<file path="src/rtl/mem_arbiter_pkg.sv">
`default_nettype none
// ============================================================================
// Module  : mem_arbiter_pkg
// Brief   : Shared encodings and helpers for the IF/DM memory-port arbiter.
// Revision: 1.0 - initial release
// ============================================================================
package mem_arbiter_pkg;

    typedef enum logic [1:0] {
        ARB_IDLE = 2'd0,
        ARB_BUSY = 2'd1,
        ARB_DONE = 2'd2
    } arbState_t;

    localparam logic ARB_OWN_IF = 1'b0;
    localparam logic ARB_OWN_DM = 1'b1;

    localparam int STREAK_W = 4;
    localparam int TIMER_W  = 8;

    function automatic logic [STREAK_W-1:0] satInc(
        input logic [STREAK_W-1:0] value,
        input logic [STREAK_W-1:0] limit
    );
        return (value >= limit) ? limit : value + STREAK_W'(1);
    endfunction

endpackage
`default_nettype wire

</file>
<file path="src/rtl/mem_arb_timer.sv">
`default_nettype none
// ============================================================================
// Module  : mem_arb_timer
// Brief   : Access timeout counter; expired flags the last allowed BUSY cycle.
// Revision: 1.0 - initial release
// ============================================================================
module mem_arb_timer
    import mem_arbiter_pkg::*;
#(
    parameter int TIMEOUT = 64
) (
    input  logic clk,
    input  logic rst,
    input  logic clear,
    input  logic en,
    output logic expired
);

    localparam logic [TIMER_W-1:0] c_lastCount = TIMER_W'(TIMEOUT - 1);

    logic [TIMER_W-1:0] r_count;

    // Holds at the last count so a stalled FSM never wraps back to zero.
    always_ff @(posedge clk or negedge rst) begin
        if (!rst) begin
            r_count <= '0;
        end else if (clear) begin
            r_count <= '0;
        end else if (en && (r_count != c_lastCount)) begin
            r_count <= r_count + TIMER_W'(1);
        end
    end

    assign expired = en && (r_count == c_lastCount);

endmodule
`default_nettype wire

</file>
<file path="src/rtl/mem_arbiter.sv">
`default_nettype none
// ============================================================================
// Module  : mem_arbiter
// Brief   : IF/DM arbiter for one ack-based external memory port, DM priority
//           with a bounded DM streak and a per-access timeout.
// Revision: 1.0 - initial release
// ============================================================================
module mem_arbiter
    import mem_arbiter_pkg::*;
#(
    parameter int ADDR_W        = 32,
    parameter int DATA_W        = 32,
    parameter int MAX_DM_STREAK = 4,
    parameter int TIMEOUT       = 64
) (
    input  logic              clk,
    input  logic              rst,
    input  logic              if_req,
    input  logic [ADDR_W-1:0] if_addr,
    output logic              if_valid,
    output logic [DATA_W-1:0] if_rdata,
    output logic              if_err,
    output logic              if_stall,
    input  logic              dm_req,
    input  logic              dm_we,
    input  logic [ADDR_W-1:0] dm_addr,
    input  logic [DATA_W-1:0] dm_wdata,
    output logic              dm_valid,
    output logic              dm_err,
    output logic [DATA_W-1:0] dm_rdata,
    output logic              dm_stall,
    output logic              ext_req,
    output logic              ext_we,
    output logic [ADDR_W-1:0] ext_addr,
    output logic [DATA_W-1:0] ext_wdata,
    input  logic              ext_ack,
    input  logic [DATA_W-1:0] ext_rdata
);

    localparam logic [STREAK_W-1:0] c_maxStreak = STREAK_W'(MAX_DM_STREAK);

    arbState_t           r_state;
    arbState_t           w_stateNext;
    logic                r_owner;
    logic [STREAK_W-1:0] r_streak;
    logic                w_grant;
    logic                w_grantDm;
    logic                w_finish;
    logic                w_expired;
    logic                w_timerEn;
    logic [DATA_W-1:0]   w_capData;
    logic                w_timedOut;

    logic                r_extReq;
    logic                r_extWe;
    logic [ADDR_W-1:0]   r_extAddr;
    logic [DATA_W-1:0]   r_extWdata;
    logic                r_ifValid;
    logic                r_ifErr;
    logic [DATA_W-1:0]   r_ifRdata;
    logic                r_dmValid;
    logic                r_dmErr;
    logic [DATA_W-1:0]   r_dmRdata;

    always_comb begin
        w_stateNext = r_state;
        w_grant     = 1'b0;
        w_grantDm   = 1'b0;
        w_finish    = 1'b0;
        case (r_state)
            ARB_IDLE: begin
                if (if_req || dm_req) begin
                    w_grant     = 1'b1;
                    w_grantDm   = dm_req && !(if_req && (r_streak == c_maxStreak));
                    w_stateNext = ARB_BUSY;
                end
            end
            ARB_BUSY: begin
                if (ext_ack || w_expired) begin
                    w_finish    = 1'b1;
                    w_stateNext = ARB_DONE;
                end
            end
            ARB_DONE: w_stateNext = ARB_IDLE;
            default:  w_stateNext = ARB_IDLE;
        endcase
    end

    always_ff @(posedge clk or negedge rst) begin
        if (!rst) begin
            r_state <= ARB_IDLE;
        end else begin
            r_state <= w_stateNext;
        end
    end

    assign w_timerEn  = (r_state == ARB_BUSY);
    // An ack wins over a simultaneous expiry; writes never return data.
    assign w_timedOut = !ext_ack;
    assign w_capData  = (ext_ack && !r_extWe) ? ext_rdata : '0;

    mem_arb_timer #(
        .TIMEOUT (TIMEOUT)
    ) u_timer (
        .clk     (clk),
        .rst     (rst),
        .clear   (w_grant),
        .en      (w_timerEn),
        .expired (w_expired)
    );

    always_ff @(posedge clk or negedge rst) begin
        if (!rst) begin
            r_owner    <= ARB_OWN_IF;
            r_streak   <= '0;
            r_extReq   <= 1'b0;
            r_extWe    <= 1'b0;
            r_extAddr  <= '0;
            r_extWdata <= '0;
            r_ifValid  <= 1'b0;
            r_ifErr    <= 1'b0;
            r_ifRdata  <= '0;
            r_dmValid  <= 1'b0;
            r_dmErr    <= 1'b0;
            r_dmRdata  <= '0;
        end else begin
            r_ifValid <= 1'b0;
            r_ifErr   <= 1'b0;
            r_ifRdata <= '0;
            r_dmValid <= 1'b0;
            r_dmErr   <= 1'b0;
            r_dmRdata <= '0;
            if (w_grant) begin
                r_owner    <= w_grantDm ? ARB_OWN_DM : ARB_OWN_IF;
                r_extReq   <= 1'b1;
                r_extWe    <= w_grantDm && dm_we;
                r_extAddr  <= w_grantDm ? dm_addr : if_addr;
                r_extWdata <= w_grantDm ? dm_wdata : '0;
                r_streak   <= (w_grantDm && if_req) ? satInc(r_streak, c_maxStreak) : '0;
            end
            if (w_finish) begin
                r_extReq <= 1'b0;
                if (r_owner == ARB_OWN_DM) begin
                    r_dmValid <= 1'b1;
                    r_dmErr   <= w_timedOut;
                    r_dmRdata <= w_capData;
                end else begin
                    r_ifValid <= 1'b1;
                    r_ifErr   <= w_timedOut;
                    r_ifRdata <= w_capData;
                end
            end
        end
    end

    assign ext_req   = r_extReq;
    assign ext_we    = r_extWe;
    assign ext_addr  = r_extAddr;
    assign ext_wdata = r_extWdata;

    assign if_valid  = r_ifValid;
    assign if_err    = r_ifErr;
    assign if_rdata  = r_ifRdata;
    assign dm_valid  = r_dmValid;
    assign dm_err    = r_dmErr;
    assign dm_rdata  = r_dmRdata;

    assign if_stall  = if_req & ~r_ifValid;
    assign dm_stall  = dm_req & ~r_dmValid;

endmodule
`default_nettype wire

</file>
<file path="config.mk">
export PLATFORM = sky130hd
export DESIGN_NAME = mem_arbiter
export DESIGN_NICKNAME = d
export VERILOG_FILES = /design/src/rtl/mem_arbiter_pkg.sv /design/src/rtl/mem_arb_timer.sv /design/src/rtl/mem_arbiter.sv
export SDC_FILE = /design/constraint.sdc
export NUM_CORES = 1
export LEC_CHECK = 0
export CORE_MARGIN = 2
export CORE_UTILIZATION = 35
export CTS_BUF_LIST = sky130_fd_sc_hd__clkbuf_4 sky130_fd_sc_hd__clkbuf_8
export DETAILED_ROUTE_END_ITERATION = 10
export GPL_TIMING_DRIVEN = 0
export PLACE_DENSITY = 0.71
export SLEW_MARGIN = 20
export SYNTH_ARGS = -nofsm -noshare
export SYNTH_HDL_FRONTEND = slang
export SYNTH_SLANG_ARGS = --single-unit
</file>
<file path="constraint.sdc">
create_clock -name clk -period 3.5 [get_ports clk]
set_input_delay 0.875 -clock clk [delete_from_list [all_inputs] [get_ports clk]]
set_output_delay 0.875 -clock clk [all_outputs]
set_load 0.005 [all_outputs]
</file>
; ---- After elaboration in Yosys (flattened, before gate mapping)
; Index checks and enable logic that the tools add are counted.
[totals]
reg_bits = 149
wordCells = 74
out_inout_bits = 136
input_bits = 134
[classes]
reduce_logical = 16
bitwise_logic = 4
eq_ne = 6
addsub = 2
magnitude_cmp = 1
mux = 31
[op_table]
columns = op, count
row1 = two-way mux 32 bit, 7
row2 = two-way mux 1 bit, 17
row3 = two-way mux 8 bit, 2
row4 = "adder 8 x 1 -> 8 bit, second input constant", 1
row5 = "== test 8 x 6 -> 1 bit, second input constant", 1
row6 = two-way mux 4 bit, 2
row7 = "!= test 8 x 6 -> 1 bit, second input constant", 1
row8 = logical AND 1 bit, 7
row9 = "adder 4 x 1 -> 4 bit, second input constant", 1
row10 = "== test 4 x 3 -> 1 bit, second input constant", 1
row11 = "greater-or-equal comparator 4 x 3 -> 1 bit, second input constant", 1
row12 = two-way mux 2 bit, 2
row13 = "!= test 2 bit, second input constant", 2
row14 = one-hot mux 2 bit (2 select lines), 1
row15 = nonzero test 2 bit, 2
row16 = zero test 1 bit, 3
row17 = AND 1 bit, 2
row18 = "== test 2 x 1 -> 1 bit, second input constant", 1
row19 = zero test 2 bit, 1
row20 = logical OR 1 bit, 2
row21 = NOT 1 bit, 2
row22 = AND reduction 2 bit, 1

; ---- Logic depth before layout (Yosys ltp)
[logic_depth]
depth_word = 8
mapped_depth = 8
mapped_depth_nobuf = 6

; ---- Modules after synthesis
; From an unflattened synthesis, not the netlist that was laid out.
[hier_totals]
cells_unflattened = 461
hier_area_um2 = 6025.8
[modules_own_cells]
columns = module, area_per_inst_um2, cells_per_inst, instances, seq_area_each_um2
row1 = mem_arbiter, 5552.8, 413, 1, 3528.4
row2 = mem_arb_timer, 473.0, 48, 1, 200.2

; ---- Worst setup path after synthesis
; Ideal clock, no wire load.
[synth_timing]
path_kind = input -> register
from = input if_req
to = register r_extAddr[0], in the netlist ext_addr[0]
setup_time_ns = 0.082
n_path_buf = 1
setup_slack_ns = 1.586
path_stages = 5
t_required_ns = 3.418
arrival_ns = 1.832
path_cell_list = nand2b_1 o211ai_1 clkbuf_1 nand2_1 a31oi_1
[synth_between]
elab_chain_len = 6
elab_cells_between_ends = 9
cone_classes = 5 x mux / 4 x reduce/logical
[synth_rtl]
columns = element, line
row1 = from (decl), mem_arbiter.sv:18  ; input logic if_req,
row2 = logical AND 1 bit, mem_arbiter.sv:74  ; w_grantDm = dm_req && !(if_req && (r_streak == c_maxStreak));
row3 = zero test 1 bit, mem_arbiter.sv:74
row4 = logical AND 1 bit, mem_arbiter.sv:74
row5 = two-way mux 1 bit, mem_arbiter.sv:72  ; if (if_req || dm_req) begin
row6 = two-way mux 1 bit, mem_arbiter.sv:70  ; case (r_state)
row7 = two-way mux 32 bit, mem_arbiter.sv:137  ; r_extAddr <= w_grantDm ? dm_addr : if_addr;
row8 = to (signal assigned), mem_arbiter.sv:137
row9 = to (decl), mem_arbiter.sv:56  ; logic [ADDR_W-1:0] r_extAddr;
; Several ways; a longest one is shown, not always the timed one.
; A chain may end at the register's enable or synchronous reset.

; ---- Worst setup path after layout
[layout_timing]
from = input if_req
to = output if_stall
[layout_between]
elab_chain_len = 1
[layout_rtl]
columns = element, line
row1 = AND 1 bit, mem_arbiter.sv:168  ; assign if_stall = if_req & ~r_ifValid;
row2 = to (decl), mem_arbiter.sv:23  ; output logic if_stall,
; Every way passes these cells.

==> summary.txt <==
P&R area growth vs syn: 61.3%
grt total ovfl: 0
area leader, netlist: dfrtp_1
PwrDens: 666 nW/um2
DR vias: 4,854
slowest CP cell: clkdlybuf4s50_1
ys async rst share: 1.00
initial antenna violation count: 0
Max VDD drop: 340 uV
first-pass GRT wire length: 26,700 um
share of layout cells above drive strength 1: 0.0513
R2R depth: 7
Setup violations, final: 0
die width: 130 um
most frequent cells in the layout: 268 x clkdlybuf4s50_1, 149 x dfrtp_1, 71 x nand2_1
RSZ-0062 raised after global routing: false
CTS tree: done
hold slack final: 410 ps
type of origin of the critical path: input port
Final Hold Viols: 0
Routed WL: 17,400 um
Via density: 4.88
Final HPWL DP: 13,200 um
CTS Sinks: 149
Antenna Nets Post-Route: 0
TritonCTS Buffers: 17
Lkg Pwr: 0.00411 uW
Seq/Total Area, Yosys: 0.672
R2R Path Start: r_streak[0]$_DFFE_PN0P_
Synth top area share: 0.672
critical path class: in -> out
CP max FO: 5
Worst-path clk slew: 80 ps
R2R Path End: ext_addr[18]$_DFFE_PN0P_
max_slew headroom: 0.580
IO Port Bufs: 269
crit path from: if_req
FF-to-FF setup slack: 1400 ps
Area contributors post-synth: dfrtp_1 67%, and3_1 7.2%, a22o_1 5.4%
First-pass DRT Iterations: 4
status: finished clean
ant diodes: 0
Core Area: 15,700 um2
number of library cell types mapped by synthesis: 39
Req. time, crit path: 2620 ps
most used cell, CP: clkdlybuf4s50_1
post-synthesis cell area: 5550 um2
most common cell after layout, fill and taps aside: clkdlybuf4s50_1
Post-synth EDFFs: 0
critical path arrival: 2150 ps
die area: 16,900 um2
Initial Utilization: 0.353
Post-CTS Hold Fix Bufs: 0
max-slew violations: 0
H-Tree Depth: 4
Final GP Congestion: 0.879
critical-path cell list: clkdlybuf4s50_1, nor2b_1, clkdlybuf4s50_1
postcts setup bufs: 0
Total GRT Usage: 0.209
clock buffer depth: 2
CP peak stage delay: 600 ps
row count: 46
Nets: 903
Fmax achieved: 330 MHz
Post-Syn Nets: 614
Period minus WS final: 3030 ps
Slew @ Worst Pin: 628 ps
ys flop type: dfrtp_1
later-pin clock latency in the skew report: 440 ps
final routed DRC violation total: 0
Ys Warns: 0
Clock Skew: 10.7 ps
Worst Setup End Kind: output pin
Synth Register Bits: 149
Worst Hold Class: in -> async
Avg WL per Cell: 17.5 um
Root Buffer: clkbuf_8
largest net degree at the start of global routing: 78
CP endpoint: if_stall
max-cap check violation count: 0
Die Span Y: 130 um
initial drt markers: 147
fin util: 0.570
Mean Syn Cell Area: 11.6 um2
io pins: 270
Final period util: 0.865
Synth Instances: 477
Resized Gates After CTS: 0
vias in the first global route: 5,069
==> through the flow <==
stage          TNS (ps)  power [uW]  cell area [um2]  instances  setup slack, ps
6_report              0        5960             8950        995              472
5_1_grt               0        6370             8950        995              423
4_1_cts               0        6050             8950        995              456
3_5_place_dp          0        4700             8540        963              319
3_3_place_gp    -627320        4620             8510        962            -4230
2_1_floorplan         0        3330             5550        477             1590
==> worst min path at each step <==
stage / startpoint / end / slack, ps / cells past startpoint
2_1_floorplan: r_streak[3]$_DFFE_PN0P_ / r_streak[3]$_DFFE_PN0P_ / 460 / 1
3_3_place_gp: r_streak[3]$_DFFE_PN0P_ / r_streak[3]$_DFFE_PN0P_ / 480 / 1
3_5_place_dp: r_streak[3]$_DFFE_PN0P_ / r_streak[3]$_DFFE_PN0P_ / 480 / 1
4_1_cts: rst / if_rdata[13]$_DFF_PN0_ / 400 / 1
5_1_grt: rst / ext_wdata[11]$_DFFE_PN0P_ / 430 / 1
6_report: rst / if_rdata[19]$_DFF_PN0_ / 410 / 1
==> layer usage <==
metal  vias to the layer above  GRT usage  routed length, um
met1                      2355      0.231               6530
met3                        18      0.105               2150
met2                       232      0.351               8530
met4                         0     0.0702                212
li1                       2249          -                  -
met5                         -          0                  0
==> cells by family after synthesis <==
family	Yosys count	synth area share
AND/OR/NAND/NOR	192	0.170
flip-flops	149	0.672
AO/OA/AOI/OAI	88	0.116
buffers and inverters	42	0.0300
adder cells (fa/ha/maj)	3	0.00677
multiplexers	2	0.00383
XOR/XNOR	1	0.00158
==> cell type report <==
type | count | area [um2]
Clock buffer | 24 | 318
Sequential cell | 149 | 3730
Multi-Input combinational cell | 286 | 1650
Tap cell | 216 | 270
Inverter | 6 | 22.5
Buffer | 36 | 144
Timing Repair Buffer | 270 | 2730
Fill cell | 1338 | 6760
Clock inverter | 8 | 87.6
==> registers in the layout, summed over array words and instances, names as in the netlist <==
| register | flops |
|---|---|
| dm_err | 1 |
| dm_rdata | 32 |
| dm_valid | 1 |
| ext_addr | 32 |
| ext_req | 1 |
| ext_wdata | 32 |
| ext_we | 1 |
| if_err | 1 |
| if_rdata | 32 |
| if_valid | 1 |
| r_owner | 1 |
| r_state | 2 |
| r_streak | 4 |
| u_timer.r_count | 8 |
==> power by group <==
group	internal, uW	leakage, uW	switching [uW]
combinational	1220	0.00197	1000
sequential	2160	0.00193	254
clock	683	0.000200	645
==> synthesized netlist by cell type (2+ instances only) <==
master,count
dfrtp_1,149
clkbuf_1,29
or4_1,2
o31ai_1,3
nand3_1,2
and3_1,64
a31oi_1,32
nand2_1,71
o211ai_1,3
a21oi_1,5
nor2_1,37
nor2b_1,4
a22o_1,34
buf_1,5
ha_1,3
inv_1,6
o21ai_0,4
nor3_1,2
nand2b_1,2
==> critical path: cells and delay by family <==
| kind | cells | cell delay (ps) |
|---|---|---|
| and+or+nand+nor | 1 | 170 |
| buffers and inverters | 2 | 1110 |
Power figures use the tool's default switching activity.
